--- src/rtl/vga_pkg.sv ---
// Shared definitions for the framebuffer memory subsystem.
//
// Holds the default VRAM word address/data widths, the framebuffer
// geometry they were sized for, and the enumerations used by the VRAM
// arbiter. It has no ports; modules pull it in with import vga_pkg::*.
package vga_pkg;

  // Default framebuffer word address and data widths.
  localparam int VRAM_ADDR_W = 15;
  localparam int VRAM_DATA_W = 8;

  // Framebuffer geometry: one 8-bit word per pixel. 160x120 = 19200 words,
  // which fits in the 2^15-word address space above.
  localparam int FB_H_PIXELS = 160;
  localparam int FB_V_LINES  = 120;
  localparam int FB_WORDS    = FB_H_PIXELS * FB_V_LINES;

  // Which requester owns the single RAM port in a given cycle.
  typedef enum logic [1:0] {
    OWN_IDLE  = 2'd0,
    OWN_DISP  = 2'd1,
    OWN_READ  = 2'd2,
    OWN_WRITE = 2'd3
  } ram_owner_e;

  // Host read request tracking: a read is either absent or accepted and
  // waiting for a cycle in which the display leaves the RAM port free.
  typedef enum logic {
    RD_IDLE    = 1'b0,
    RD_PENDING = 1'b1
  } rd_state_e;

endpackage

--- src/rtl/vram_wr_fifo.sv ---
// Synchronous FIFO holding host writes (address+data) waiting for the RAM.
//
// Ports:
//   clk_i      - clock, all logic on the rising edge
//   reset_n_i  - synchronous active-low reset, empties the queue
//   push_i     - enqueue wdata_i (ignored when full)
//   wdata_i    - entry to enqueue
//   pop_i      - dequeue the head (ignored when empty)
//   rdata_o    - current head entry (valid when !empty_o)
//   level_o    - number of stored entries, 0..DEPTH
//   full_o     - level_o == DEPTH
//   empty_o    - level_o == 0
//
// DEPTH must be a power of two and at least 2 so the pointers wrap
// naturally. Storage is not reset; only the pointers and level are.
module vram_wr_fifo #(
  parameter int DEPTH = 4,
  parameter int WIDTH = 23,
  localparam int PTR_W = $clog2(DEPTH),
  localparam int LVL_W = $clog2(DEPTH) + 1
) (
  input  logic             clk_i,
  input  logic             reset_n_i,
  input  logic             push_i,
  input  logic [WIDTH-1:0] wdata_i,
  input  logic             pop_i,
  output logic [WIDTH-1:0] rdata_o,
  output logic [LVL_W-1:0] level_o,
  output logic             full_o,
  output logic             empty_o
);

  logic [WIDTH-1:0] mem_q [DEPTH];
  logic [PTR_W-1:0] wr_ptr_q;
  logic [PTR_W-1:0] rd_ptr_q;
  logic [LVL_W-1:0] level_q;
  logic             do_push;
  logic             do_pop;

  assign full_o  = (level_q == LVL_W'(DEPTH));
  assign empty_o = (level_q == '0);
  assign level_o = level_q;
  assign rdata_o = mem_q[rd_ptr_q];

  // A push is refused when full even if a pop happens in the same cycle.
  assign do_push = push_i && !full_o;
  assign do_pop  = pop_i && !empty_o;

  always_ff @(posedge clk_i) begin
    if (!reset_n_i) begin
      wr_ptr_q <= '0;
      rd_ptr_q <= '0;
      level_q  <= '0;
    end else begin
      if (do_push) wr_ptr_q <= wr_ptr_q + PTR_W'(1);
      if (do_pop)  rd_ptr_q <= rd_ptr_q + PTR_W'(1);
      case ({do_push, do_pop})
        2'b10:   level_q <= level_q + LVL_W'(1);
        2'b01:   level_q <= level_q - LVL_W'(1);
        default: level_q <= level_q;
      endcase
    end
  end

  always_ff @(posedge clk_i) begin
    if (do_push) mem_q[wr_ptr_q] <= wdata_i;
  end

endmodule

--- src/rtl/vram_arbiter.sv ---
// VRAM arbiter: shares one single-port RAM (1-cycle registered read)
// between display scan-out, host reads and queued host writes.
//
// Ports:
//   clk, reset_n                    - clock, synchronous active-low reset
//   disp_req, disp_addr             - display read request; always granted
//   disp_data, disp_data_valid      - display read return, 1 cycle later
//   host_wr_valid/_ready/_addr/_data - host write channel into the queue
//   host_rd_req/_ready, host_rd_addr - host read request channel
//   host_rd_data, host_rd_valid     - host read return (data holds)
//   ram_we, ram_addr, ram_wdata     - RAM command, driven combinationally
//   ram_rdata                       - RAM read data, 1 cycle after address
//   wr_level                        - write queue occupancy
//   dbg_owner_o                     - current RAM owner (ram_owner_e)
//   dbg_rd_state_o                  - host read tracker state (rd_state_e)
//
// Handshakes: a host write transfers on a cycle where host_wr_valid and
// host_wr_ready are both high, except that a host read accepted in the same
// cycle wins and the write is not taken (the host must hold it). A host read
// transfers on host_rd_req && host_rd_ready. The ready signals depend only
// on registered state and reset_n, never on the requester's own valid.
//
// RAM priority each cycle: display > host read > write queue head > idle.
module vram_arbiter
  import vga_pkg::*;
#(
  parameter int ADDR_W     = VRAM_ADDR_W,
  parameter int DATA_W     = VRAM_DATA_W,
  parameter int FIFO_DEPTH = 4,
  localparam int LVL_W     = $clog2(FIFO_DEPTH) + 1
) (
  input  logic              clk,
  input  logic              reset_n,
  input  logic              disp_req,
  input  logic [ADDR_W-1:0] disp_addr,
  output logic [DATA_W-1:0] disp_data,
  output logic              disp_data_valid,
  input  logic              host_wr_valid,
  output logic              host_wr_ready,
  input  logic [ADDR_W-1:0] host_wr_addr,
  input  logic [DATA_W-1:0] host_wr_data,
  input  logic              host_rd_req,
  output logic              host_rd_ready,
  input  logic [ADDR_W-1:0] host_rd_addr,
  output logic [DATA_W-1:0] host_rd_data,
  output logic              host_rd_valid,
  output logic              ram_we,
  output logic [ADDR_W-1:0] ram_addr,
  output logic [DATA_W-1:0] ram_wdata,
  input  logic [DATA_W-1:0] ram_rdata,
  output logic [LVL_W-1:0]  wr_level,
  output logic [1:0]        dbg_owner_o,
  output logic              dbg_rd_state_o
);

  localparam int ENTRY_W = ADDR_W + DATA_W;

  rd_state_e         rd_state_q, rd_state_d;
  logic [ADDR_W-1:0] rd_addr_q, rd_addr_d;
  ram_owner_e        owner;

  logic               rd_accept;
  logic               wr_push;
  logic               wr_pop;
  logic               fifo_full;
  logic               fifo_empty;
  logic [ENTRY_W-1:0] fifo_head;
  logic [ADDR_W-1:0]  head_addr;
  logic [DATA_W-1:0]  head_data;

  logic              disp_valid_q;
  logic              host_valid_q;
  logic [DATA_W-1:0] disp_data_q;
  logic [DATA_W-1:0] host_data_q;

  // Reads are only taken with the queue empty so a read can never overtake
  // a queued write to the same address.
  assign host_rd_ready = reset_n && fifo_empty && (rd_state_q == RD_IDLE);
  assign host_wr_ready = reset_n && !fifo_full && (rd_state_q == RD_IDLE);
  assign rd_accept     = host_rd_req && host_rd_ready;
  assign wr_push       = host_wr_valid && host_wr_ready && !rd_accept;
  assign wr_pop        = (owner == OWN_WRITE);

  assign {head_addr, head_data} = fifo_head;

  vram_wr_fifo #(
    .DEPTH (FIFO_DEPTH),
    .WIDTH (ENTRY_W)
  ) u_wr_fifo (
    .clk_i     (clk),
    .reset_n_i (reset_n),
    .push_i    (wr_push),
    .wdata_i   ({host_wr_addr, host_wr_data}),
    .pop_i     (wr_pop),
    .rdata_o   (fifo_head),
    .level_o   (wr_level),
    .full_o    (fifo_full),
    .empty_o   (fifo_empty)
  );

  // Port ownership. A freshly accepted read may issue in its accept cycle.
  // Nothing owns the port while reset_n is low, so no write slips through.
  always_comb begin
    owner = OWN_IDLE;
    if (reset_n) begin
      if (disp_req)                                 owner = OWN_DISP;
      else if (rd_state_q == RD_PENDING || rd_accept) owner = OWN_READ;
      else if (!fifo_empty)                         owner = OWN_WRITE;
    end
  end

  always_comb begin
    ram_we    = 1'b0;
    ram_addr  = '0;
    ram_wdata = '0;
    case (owner)
      OWN_DISP:  ram_addr = disp_addr;
      OWN_READ:  ram_addr = (rd_state_q == RD_PENDING) ? rd_addr_q : host_rd_addr;
      OWN_WRITE: begin
        ram_we    = 1'b1;
        ram_addr  = head_addr;
        ram_wdata = head_data;
      end
      default: ;
    endcase
  end

  // Host read tracker: park the address only if the display holds the port.
  always_comb begin
    rd_state_d = rd_state_q;
    rd_addr_d  = rd_addr_q;
    case (rd_state_q)
      RD_IDLE: begin
        if (rd_accept && owner != OWN_READ) begin
          rd_state_d = RD_PENDING;
          rd_addr_d  = host_rd_addr;
        end
      end
      RD_PENDING: begin
        if (owner == OWN_READ) rd_state_d = RD_IDLE;
      end
      default: rd_state_d = RD_IDLE;
    endcase
  end

  always_ff @(posedge clk) begin
    if (!reset_n) begin
      rd_state_q <= RD_IDLE;
      rd_addr_q  <= '0;
    end else begin
      rd_state_q <= rd_state_d;
      rd_addr_q  <= rd_addr_d;
    end
  end

  // Return path. The RAM presents data the cycle after the address, so the
  // valid flags are the owner delayed by one; data is passed straight from
  // ram_rdata in the valid cycle and held in a register afterwards.
  always_ff @(posedge clk) begin
    if (!reset_n) begin
      disp_valid_q <= 1'b0;
      host_valid_q <= 1'b0;
      disp_data_q  <= '0;
      host_data_q  <= '0;
    end else begin
      disp_valid_q <= (owner == OWN_DISP);
      host_valid_q <= (owner == OWN_READ);
      if (disp_valid_q) disp_data_q <= ram_rdata;
      if (host_valid_q) host_data_q <= ram_rdata;
    end
  end

  assign disp_data_valid = disp_valid_q;
  assign disp_data       = disp_valid_q ? ram_rdata : disp_data_q;
  assign host_rd_valid   = host_valid_q;
  assign host_rd_data    = host_valid_q ? ram_rdata : host_data_q;

  assign dbg_owner_o    = owner;
  assign dbg_rd_state_o = rd_state_q;

endmodule

--- config.mk ---
export PLATFORM = sky130hd
export DESIGN_NAME = vram_arbiter
export DESIGN_NICKNAME = d
export VERILOG_FILES = /design/src/rtl/vga_pkg.sv /design/src/rtl/vram_wr_fifo.sv /design/src/rtl/vram_arbiter.sv
export SDC_FILE = /design/constraint.sdc
export NUM_CORES = 1
export LEC_CHECK = 0
export BUFFER_PORTS_ARGS = -buffer_cell sky130_fd_sc_hd__buf_4
export CAP_MARGIN = 20
export CORE_AREA = 2 2 105 107
export CTS_CLUSTER_SIZE = 12
export DETAILED_ROUTE_END_ITERATION = 16
export DIE_AREA = 0 0 107 109
export PLACE_DENSITY = 0.87
export SKIP_CTS_REPAIR_TIMING = 1
export SYNTH_ARGS = -nofsm -noshare
export SYNTH_HDL_FRONTEND = slang
export SYNTH_SLANG_ARGS = --single-unit
--- constraint.sdc ---
create_clock -name clk -period 2.4 [get_ports clk]
set_input_delay 0.12 -clock clk [delete_from_list [all_inputs] [get_ports clk]]
set_output_delay 0.12 -clock clk [all_outputs]
set_load 0.05 [all_outputs]
**Yosys cells after proc, flatten, opt, wreduce, memory -nomap -nowiden**

Memory sizes are Yosys's and may differ from the RTL's. A register that Yosys moved wholly into a read port is not among the register bits.
Index checks and enable logic that the tools add are counted.

- Magnitude comparators: 0
- Add/subtract/negate cells: 4
- Multiply operators: 0
- Shifts and indexed selects: 0
- Equal/unequal tests: 7
- Div/mod/pow operators: 0
- Bitwise gates (word level): 1
- Reductions and logical operators: 17
- Multiplexer cells: 18

Operators by type and width:

| cell | count |
|---|---|
| one-hot mux 15 bit (3 select lines) | 1 |
| two-way mux 8 bit | 3 |
| two-way mux 15 bit | 1 |
| two-way mux 2 bit | 6 |
| logical AND 1 bit | 10 |
| equality test 2 bit (second input constant) | 3 |
| one-hot mux 3 bit (2 select lines) | 1 |
| two-way mux 1 bit | 5 |
| adder 2 x 1 -> 2 bit (second input constant) | 2 |
| equality test 2 x 1 -> 1 bit (second input constant) | 2 |
| adder 3 x 1 -> 3 bit (second input constant) | 1 |
| equality test 3 bit (second input constant) | 1 |
| zero test 1 bit | 3 |
| zero test 3 bit | 1 |
| subtractor 3 x 1 -> 3 bit (second input constant) | 1 |
| inequality test 2 bit (second input constant) | 1 |
| one-hot mux 1 bit (2 select lines) | 1 |
| AND reduction 2 bit | 1 |
| nonzero test 2 bit | 1 |
| logical OR 1 bit | 1 |
| NOT 1 bit | 1 |

- Input bits: 66
- Bits in writable memories: 92
- Word-level logic and storage cells: 57
- Memories kept: 1
- Output and inout bits: 50
- Latch bits: 0
- Bits in read-only memories: 0
- Bits in registers: 41

Memory list:

| name | words | bits a word | read ports | clocked after Yosys merged registers in | write ports | RTL line | text |
|---|---|---|---|---|---|---|---|
| u_wr_fifo.mem_q | 4 | 23 | 1 | 1 | 1 | vram_wr_fifo.sv:33 | `logic [WIDTH-1:0] mem_q [DEPTH];` |

**Depth between registers and ports, before layout**

Gate-level depths: netlist (run 1).

- Depth in word-level cells: 12
- Depth in mapped cells: 10
- Gate-level depth less buffers: 9

**Cells and area by module**

From an unflattened synthesis (run 1), not the netlist that was laid out.

- Cell total of the unflattened synthesis: 379
- Area total of the unflattened synthesis: 5834.3 um2

Modules (own cells, without submodules):

| module | cells an instance | area an instance (um2) | instances |
|---|---|---|---|
| vram_wr_fifo | 174 | 3836.2 | 1 |
| vram_arbiter | 205 | 1998.2 | 1 |

**Worst setup path before layout (run 1)**

No wires, ideal clock.

- Path type: register -> output
- From: reg u_wr_fifo.level_q[2] (netlist: u_wr_fifo.level_o[2])
- To: out ram_addr[7]
- Data arrival time: 2399 ps
- Slack: -119 ps
- Cell stages (with the launch flop): 5
- Required time: 2280 ps
- Path through: dfxtp_1 nor4b_1 o21bai_1 clkbuf_1 o21ai_0

- Longest elaborated chain between the ends: 10

RTL lines:

| element | RTL line | text |
|---|---|---|
| start, declared | vram_wr_fifo.sv:36 | `logic [LVL_W-1:0] level_q;` |
| start signal, assigned | vram_wr_fifo.sv:58 | `2'b10: level_q <= level_q + LVL_W'(1);` |
| start signal, assigned | vram_wr_fifo.sv:59 | `2'b01: level_q <= level_q - LVL_W'(1);` |
| start signal, assigned | vram_wr_fifo.sv:60 | `default: level_q <= level_q;` |
| zero test 3 bit * | vram_wr_fifo.sv:41 | `assign empty_o = (level_q == '0);` |
| logical AND 1 bit (2 in series) | vram_arbiter.sv:78 | `assign host_rd_ready = reset_n && fifo_empty && (rd_state_q == RD_IDLE);` |
| logical AND 1 bit | vram_arbiter.sv:80 | `assign rd_accept = host_rd_req && host_rd_ready;` |
| logical OR 1 bit | vram_arbiter.sv:107 | `else if (rd_state_q == RD_PENDING \|\| rd_accept) owner = OWN_READ;` |
| two-way mux 2 bit * | vram_arbiter.sv:107 |  |
| two-way mux 2 bit * | vram_arbiter.sv:106 | `if (disp_req) owner = OWN_DISP;` |
| two-way mux 2 bit * | vram_arbiter.sv:105 | `if (reset_n) begin` |
| equality test 2 bit / equality test 2 x 1 -> 1 bit (equally long branches) | vram_arbiter.sv:116 | `case (owner)` |
| one-hot mux 15 bit (3 select lines) * | vram_arbiter.sv:116 |  |
| end, declared | vram_arbiter.sv:48 | `output logic [ADDR_W-1:0] ram_addr,` |

Every way passes the cells marked *; elsewhere a longest branch is shown, timed or not.

==> results.cfg, run 1 <==
[run_status]
status = completed

[floorplan]
row_count = 38
initial_utilization_pct = 53.28
die_x_um = 107
core-area_um2 = 10600
io_pins = 116
die_area_um2 = 11660
die_height_um = 109

[worst_setup_path]
cp_data_arrival_time_ns = 2.23
cp_slowest_cell = mux4_2
path_common_cell = buf_4
r2r-start = dbg_rd_state_o
end_kind = output pin
cpPeakStageDelay_ns = 0.52
cp-start-kind = flop
crit_fanout = 7
path_cells = buf_4 > mux4_2 > a32oi_1 > o21ai_1 > buf_4
required_ns = 2.28
criticalPathCategory = reg2out

[run]
cap_violations = 0

[cts]
h-tree-depth = 4
clkTransAtPathRegs_ns = 0.06
cts-root-buf = clkbuf_8
cts_buffers = 17
cts.sinks = 135
cts_tree = yes
cts_buffer_depth = 2
insertion_delay_ns = 0.50

[worst_hold_path]
hold_path_class = in2reg
worstHoldStart = host_wr_valid

[drt]
routed_wirelength_um = 13940
firstDrtPassIters = 5
wire_per_inst_um = 19.50
drc = 0
ant_nets = 0
wl_met1_um = 5481
wl_met2_um = 7357
top_layer_used = met4
drt-initial-drc-count = 302
dr_wl_met3_um = 924
viasPerCell = 5.664
vias = 4050

[sta]
fin_skew_ns = 0.009430
hold_viol = 0
setup_ws_ns = 0.05300
min_period_ns = 2.347
finalMaxSlewViolations = 0
worst_slew_pin_slew_ns = 0.6449
min_period_over_period_pct = 97.79
max_slew_margin_pct = 56.42
fmax_mhz = 426.1
finalSetupViolCount = 0

[finish]
mostFrequentLayoutCells = 134 x buf_4, 92 x edfxtp_1, 46 x dlygate4sd3_1
utilization_pct = 73.44
fillerInstances = 616
drive_gt1_share_pct = 37.74
layout_commonest_cell = buf_4
n_antenna_cell = 0
area.growth.synth_to_final_pct = 37.83
nets = 634

[synthesis]
netlist.area_leader.share_pct = 48.90
ys_ff_latch = 135
yosysWarningCount = 0
synth_edf_count = 92
ys_async_sr_fraction_pct = 0
syn-instance-count = 390
synth.distinct_cells = 39
synth_fp_nets = 462
synth_top_flop_cell = edfxtp_1
synthTopCellsByArea = edfxtp_1 49%, dfxtp_1 15%, mux4_2 9.2%
synth_area_um2 = 5649
ys_seq_area_share_pct = 64.14
avgSynthCellArea_um2 = 14.49
synth.largest_area_cell = edfxtp_1

[power]
ir_worst_vdd_mv = 0.5854
power_density_nw_per_um2 = 774.2
p_leak_uw = 0.002966

[global_routing]
grt_overflow = 0
grt_usage_pct = 23.37
first_global_vias = 3894
grt_max_degree = 31
grt_pass1_wl_um = 20280
grt_antenna_before_repair = 0

[placed_design]
place_congestion = 0.8147
place_hpwl_um = 8590
dp_slack_ns = 0.2610
port_buffers = 115
## worst max-delay path, delay by kind of cell, from the launching register on
kind | cells | cell delay (ns)
muxes | 1 | 0.52
AOI/OAI and AO/OA | 2 | 0.43
DFF | 1 | 0.39
buffers and inverters | 2 | 0.38
## synth_stat cells, drive strengths merged, types with 2 or more instances
cell type and n:
inv 9, ha 5, a211oi 2, or3 3
o21ai 28, nand3 24, mux2 16, xor2 2
nand2 5, buf 9, and3 8, mux4 23
dfxtp 43, a32oi 11, a21oi 25, and2 21
o21a 2, edfxtp 92, and3b 4, nor2 9
clkbuf 19, o211ai 4, mux2i 14
## final timing paths
check | cells past startpoint | endpoint | slack, ns
worst min-delay path | 4 | u_wr_fifo.wr_ptr_q[0] | 0.07
worst max-delay path | 5 | ram_addr[12] | 0.05
worst max register to register | 8 | u_wr_fifo.level_o[2] | 0.23
worst min register to register | 2 | rd_addr_q[14] | 0.48
## metrics by stage
stage / area [um^2] / hold WS [ns] / std cells / setup TNS (ns) / total power, uW
6_report: 7786 / 0.07246 / 715 / 0 / 6028
3_3_place_gp: 6688 / 0.3186 / 633 / 0 / 3440
3_5_place_dp: 6688 / 0.3232 / 633 / 0 / 3466
4_1_cts: 7272 / -0.2078 / 665 / -1.065 / 5976
5_1_grt: 7786 / 0.08163 / 715 / -0.01421 / 6204
2_1_floorplan: 5653 / 0.2189 / 390 / 0 / 3157
## layout make-up
cell class | instances | area [um^2] | share of cell area (%)
clock buffers | 17 | 414.1 | 5.319
multi-input cells | 218 | 1884 | 24.20
clock inverters | 15 | 170.2 | 2.185
well taps | 140 | 175.2 | 2.250
flip-flops and latches | 135 | 3631 | 46.63
inverters | 9 | 33.78 | 0.4339
repair buffers | 181 | 1478 | 18.98
## state kept, by name (all words and copies together) (netlist names), named ones only
register,flops
u_wr_fifo.level_o,3
u_wr_fifo.mem_q,92
u_wr_fifo.wr_ptr_q,2
rd_addr_q,15
host_data_q,8
u_wr_fifo.rd_ptr_q,2
disp_data_q,8
disp_data_valid,1
dbg_rd_state_o,1
host_rd_valid,1
## where the power goes
part	switching [uW]	internal, uW
clock	1090	1440
sequential	39.3	2550
combinational	548	362
total	1680	4350
## per-layer routing
metal,global-route usage [%],vias up
met1,28.86,1969
met3,5.021,23
met2,40.17,205
met4,9.833,0
li1,-,1853
met5,0,-
## logic make-up after synthesis
| group | Yosys count | share of synthesized area, % |
|---|---|---|
| AND/OR/NAND/NOR | 84 | 8.838 |
| buffers and inverters | 37 | 2.813 |
| flip-flops | 135 | 64.14 |
| adder cells (fa/ha/maj) | 6 | 1.462 |
| multiplexers | 53 | 14.84 |
| AO/OA/AOI/OAI | 73 | 7.597 |
| XOR/XNOR | 2 | 0.3101 |
(Power assumes the default switching activity.)
==> inputs of run 2 (changes only) <==
Settings changed: BUFFER_PORTS_ARGS -buffer_cell sky130_fd_sc_hd__buf_4 to -buffer_cell sky130_fd_sc_hd__buf_2, CAP_MARGIN 20 to 10, CORE_AREA 2 2 105 107 to 2 2 110 112, DIE_AREA 0 0 107 109 to 0 0 112 114, PLACE_DENSITY 0.87 to 0.81.
==> run 2 against run 1 <==
  * The run now ends with negative hold slack left
  * Cell area shrank 4.2%
  * Fmax grew 2.6%
  * Power grew 0.25%
  * Worst setup slack gained 0.060 ns
  * Highest routed layer unchanged
==> results.cfg, run 2 (synthesis gave the netlist of run 1 again) <==
[finish]
top_regs = u_wr_fifo.mem_q (92), rd_addr_q (15)
area.growth.synth_to_final_pct = 32.05
n_antenna_cell = 0
mostFrequentLayoutCells = 115 x buf_2, 92 x edfxtp_1, 39 x dfxtp_1
largest_register_ffs = 92
drive_gt1_share_pct = 39.08
nets = 627
layout_commonest_cell = buf_2
regMostFlops = u_wr_fifo.mem_q

[cts]
clkTransAtPathRegs_ns = 0.06
cts-root-buf = clkbuf_16
cts_buffers = 17
cts.sinks = 135
cts_tree = yes
insertion_delay_ns = 0.41
cts_buffer_depth = 2
h-tree-depth = 4

[drt]
firstDrtPassIters = 5
drt-initial-drc-count = 359
wl_met2_um = 7028
wl_met1_um = 5844
dr_wl_met3_um = 751
drc = 0
routed_wirelength_um = 13770
wire_per_inst_um = 19.26
vias = 3976
ant_nets = 0
top_layer_used = met4
viasPerCell = 5.561

[sta]
max_slew_margin_pct = 57.46
worst_slew_pin_slew_ns = 0.6376
hold_viol = 2
min_period_over_period_pct = 95.31
fin_skew_ns = 0.008803
fmax_mhz = 437.2
timing.hold.ws_ns = -0.006319
finalMaxSlewViolations = 0
min_period_ns = 2.287
setup_ws_ns = 0.1127
finalSetupViolCount = 0

[worst_setup_path]
cp-start-kind = flop
required_ns = 2.28
criticalPathCategory = reg2out
path_delay_family = multiplexers
cp_data_arrival_time_ns = 2.17
crit_fanout = 15
end_kind = output pin
regToRegSetupSlack_ns = 0.19
cpPeakStageDelay_ns = 0.52
cp_slowest_cell = mux4_2
path_cells = buf_12 > mux4_2 > a32oi_1 > o21ai_1 > buf_2
path_buf_inv = 2

[power]
swShare_pct = 25.91
p_switching_uw = 1565
ir_worst_vdd_mv = 0.4557
power.share.sequential_pct = 42.9
clkPwrFrac_pct = 43.4
p_leak_uw = 0.002903
power_density_nw_per_um2 = 810.1
p_int_uw = 4478
comb_power_share_pct = 13.7

[run]
cap_violations = 0

[run_status]
violations = negative hold slack
status = finished with violations

[floorplan]
core-area_um2 = 11710
row_count = 40
io_pins = 116
die_area_um2 = 12770
die_x_um = 112
die_height_um = 114
initial_utilization_pct = 48.24

[global_routing]
first_global_vias = 3859
grt_usage_pct = 21.22
grt_pass1_wl_um = 20620
grt_antenna_before_repair = 0
grt_overflow = 0
grt_max_degree = 41

[placed_design]
dp_slack_ns = 0.2051
place_hpwl_um = 8828
port_buffers = 115
place_congestion = 0.7949

[worst_hold_path]
hold_path_class = in2reg
==> run 2: changes by cell type in the layout (fill, tap and decap cells not counted), moves of 2 or more <==
cell,delta
buf_2,+115
buf_4,-110
dlygate4sd3_1,-14
clkbuf_16,+4
inv_8,-4
inv_6,-3
clkbuf_2,+2
clkinv_4,+2
==> run 2: area by class of cell <==
cell class	instances	area, um^2
timing repair buffer	174	1119
tap	147	183.9
fill	850	4252
multi-input combinational	218	1879
clock inverter	10	105.1
sequential	135	3628
clock buffer	22	510.5
inverter	9	33.78
==> run 2: worst paths after layout <==
kind	start	to	depth (start not counted)
max	flop	ram_addr[7]	5
max reg2reg	dbg_rd_state_o	u_wr_fifo.level_o[2]	10
min	host_rd_addr[7]	rd_addr_q[7]	3
min reg2reg	u_wr_fifo.rd_ptr_q[1]	u_wr_fifo.rd_ptr_q[1]	1
==> run 2: tightest hold or removal path, stage by stage <==
cell and delay (ns):
buf_2 0.12, nand3_1 0.06, a21oi_1 0.05
==> run 2: power groups by stage <==
stage	registers, uW	logic [uW]	clock network, uW
finish	2590	831	2620
global route	2600	879	2760
CTS	2590	778	2660
detailed placement	2640	769	0
global placement	2630	752	0
floorplan	2650	509	0
==> run 2: layer usage <==
metal / vias up / global-route usage, %
li1: 1836 / -
met1: 1972 / 27.71
met2: 153 / 35.35
met3: 15 / 4.729
met4: 0 / 7.642
met5: - / 0
==> run 2: through the flow <==
step           cells   TNS [ns]  utilization [%]  area, um^2  power (uW)
3_5_place_dp     646          0            55.30        6476        3407
5_1_grt          715  -0.002994            63.70        7460        6234
6_report         715          0            63.70        7460        6043
2_1_floorplan    390          0                -        5653        3157
3_3_place_gp     645          0            55.20        6465        3384
4_1_cts          678          0            60.56        7092        6024
==> inputs of run 3 (changes only) <==
Clock period 2.4 ns to 2.3 ns, I/O delays scaled along.
==> run 3 against run 2 <==
  * The flow still finishes with violations (negative hold slack)
  * Clock power is 6% higher
  * Critical path depth stayed put
  * Via count is 0.35% lower
  * Global-route usage is 0.22 points higher
  * Power is 5.1% higher
  * Combinational power is 4.5% higher
  * Sequential cell count stayed put
==> results.cfg, run 3 (synthesis gave the netlist of run 1 again) <==
[run_status]
status = finished with violations
violations = negative hold slack

[finish]
regMostFlops = u_wr_fifo.mem_q
multi_input_area_um2 = 1907
n_antenna_cell = 0
area.growth.synth_to_final_pct = 32.36
drive_gt1_share_pct = 38.32
regArea_um2 = 3630
mostFrequentLayoutCells = 115 x buf_2, 92 x edfxtp_1, 38 x dfxtp_1
top_regs = u_wr_fifo.mem_q (92), rd_addr_q (15)
fillerInstances = 857
final_cells = 708
nets = 621
layout_commonest_cell = buf_2
largest_register_ffs = 92
utilization_pct = 63.85

[placed_design]
dp.cells = 641
port_buffers = 115
place_hpwl_um = 8460
place_congestion = 0.8172

[drt]
ant_nets = 0
routed_wirelength_um = 13510
vias = 3962
wire_per_inst_um = 19.08
drt-initial-drc-count = 326
viasPerCell = 5.596
drc = 0
firstDrtPassIters = 5

[cts]
cts.sinks = 135
cts_buffers = 17
h-tree-depth = 4
cts-root-buf = clkbuf_16
cts_tree = yes
cts_buffer_depth = 2
insertion_delay_ns = 0.41
clkTransAtPathRegs_ns = 0.05

[floorplan]
die_x_um = 112
row_count = 40
core-area_um2 = 11710
die_height_um = 114
initial_utilization_pct = 48.24
die_area_um2 = 12770
io_pins = 116

[worst_setup_path]
crit_fanout = 13
required_ns = 2.18
cp-start-kind = flop
end_kind = output pin
cp_data_arrival_time_ns = 2.16
criticalPathCategory = reg2out

[worst_hold_path]
hold_path_class = in2reg

[sta]
max_slew_margin_pct = 51.86
finalSetupViolCount = 0
min_period_over_period_pct = 98.76
worst_slew_pin_slew_ns = 0.7222
fmax_mhz = 440.2
hold_viol = 1
finalMaxSlewViolations = 0
rsz0062_at_grt = yes
fin_skew_ns = 0.006326
min_period_ns = 2.272
timing.hold.ws_ns = -0.0003039

[global_routing]
grt_overflow = 0
grt_antenna_before_repair = 0
grt_usage_pct = 21.44
first_global_vias = 3768
grt_max_degree = 40
grt_pass1_wl_um = 20440

[power]
ir_worst_vdd_mv = 0.4993
p_leak_uw = 0.002860
power_density_nw_per_um2 = 849.3

[run]
cap_violations = 0
run 3: worst max-delay path, stage by stage, from the launching register on:
cell and delay, ns:
dfxtp_2 0.32, buf_4 0.28, mux4_2 0.54, a32oi_1 0.22, o21ai_0 0.15, buf_2 0.23
run 3: path summary, 6_finish.rpt:
| path | start | endpoint | slack (ns) | depth (start not counted) |
|---|---|---|---|---|
| hold / removal | host_rd_addr[5] | rd_addr_q[5] | -0.0003 | 3 |
| hold reg to reg | u_wr_fifo.rd_ptr_q[1] | flop | 0.46 | 1 |
| setup / recovery | flop | ram_addr[5] | 0.03 | 5 |
| setup reg to reg | dbg_rd_state_o | u_wr_fifo.level_o[2] | 0.07 | 8 |
run 3: cell type report:
class	instances	area share [%]
Tap cell	147	2.460
Inverter	9	0.4518
Timing Repair Buffer	168	14.91
Multi-Input combinational cell	218	25.50
Sequential cell	135	48.54
Clock buffer	17	5.689
Clock inverter	14	2.443
run 3: where the power goes:
part / switching (uW) / internal [uW] / leakage [uW]
clock network: 984 / 1800 / 0.000292
logic: 568 / 300 / 0.00138
registers: 37.1 / 2660 / 0.00118
total: 1590 / 4760 / 0.00286
run 3: metal layers:
metal,wire length (um),global-route usage [%],vias to the layer above
met5,0,0,-
met2,6887,36.61,172
li1,-,-,1827
met4,258,9.512,0
met3,901,5.154,26
met1,5460,26.16,1937
run 3: per-stage QoR:
stage	worst slack [ns]	instance area, um^2	setup TNS [ns]	power (uW)
3_5_place_dp	0.09588	6480	0	3555
5_1_grt	-0.09444	7477	-0.09993	6564
4_1_cts	-0.2766	7088	-1.848	6323
3_3_place_gp	0.2393	6480	0	3531
2_1_floorplan	0.08637	5654	0	3294
6_report	0.02850	7477	0	6350
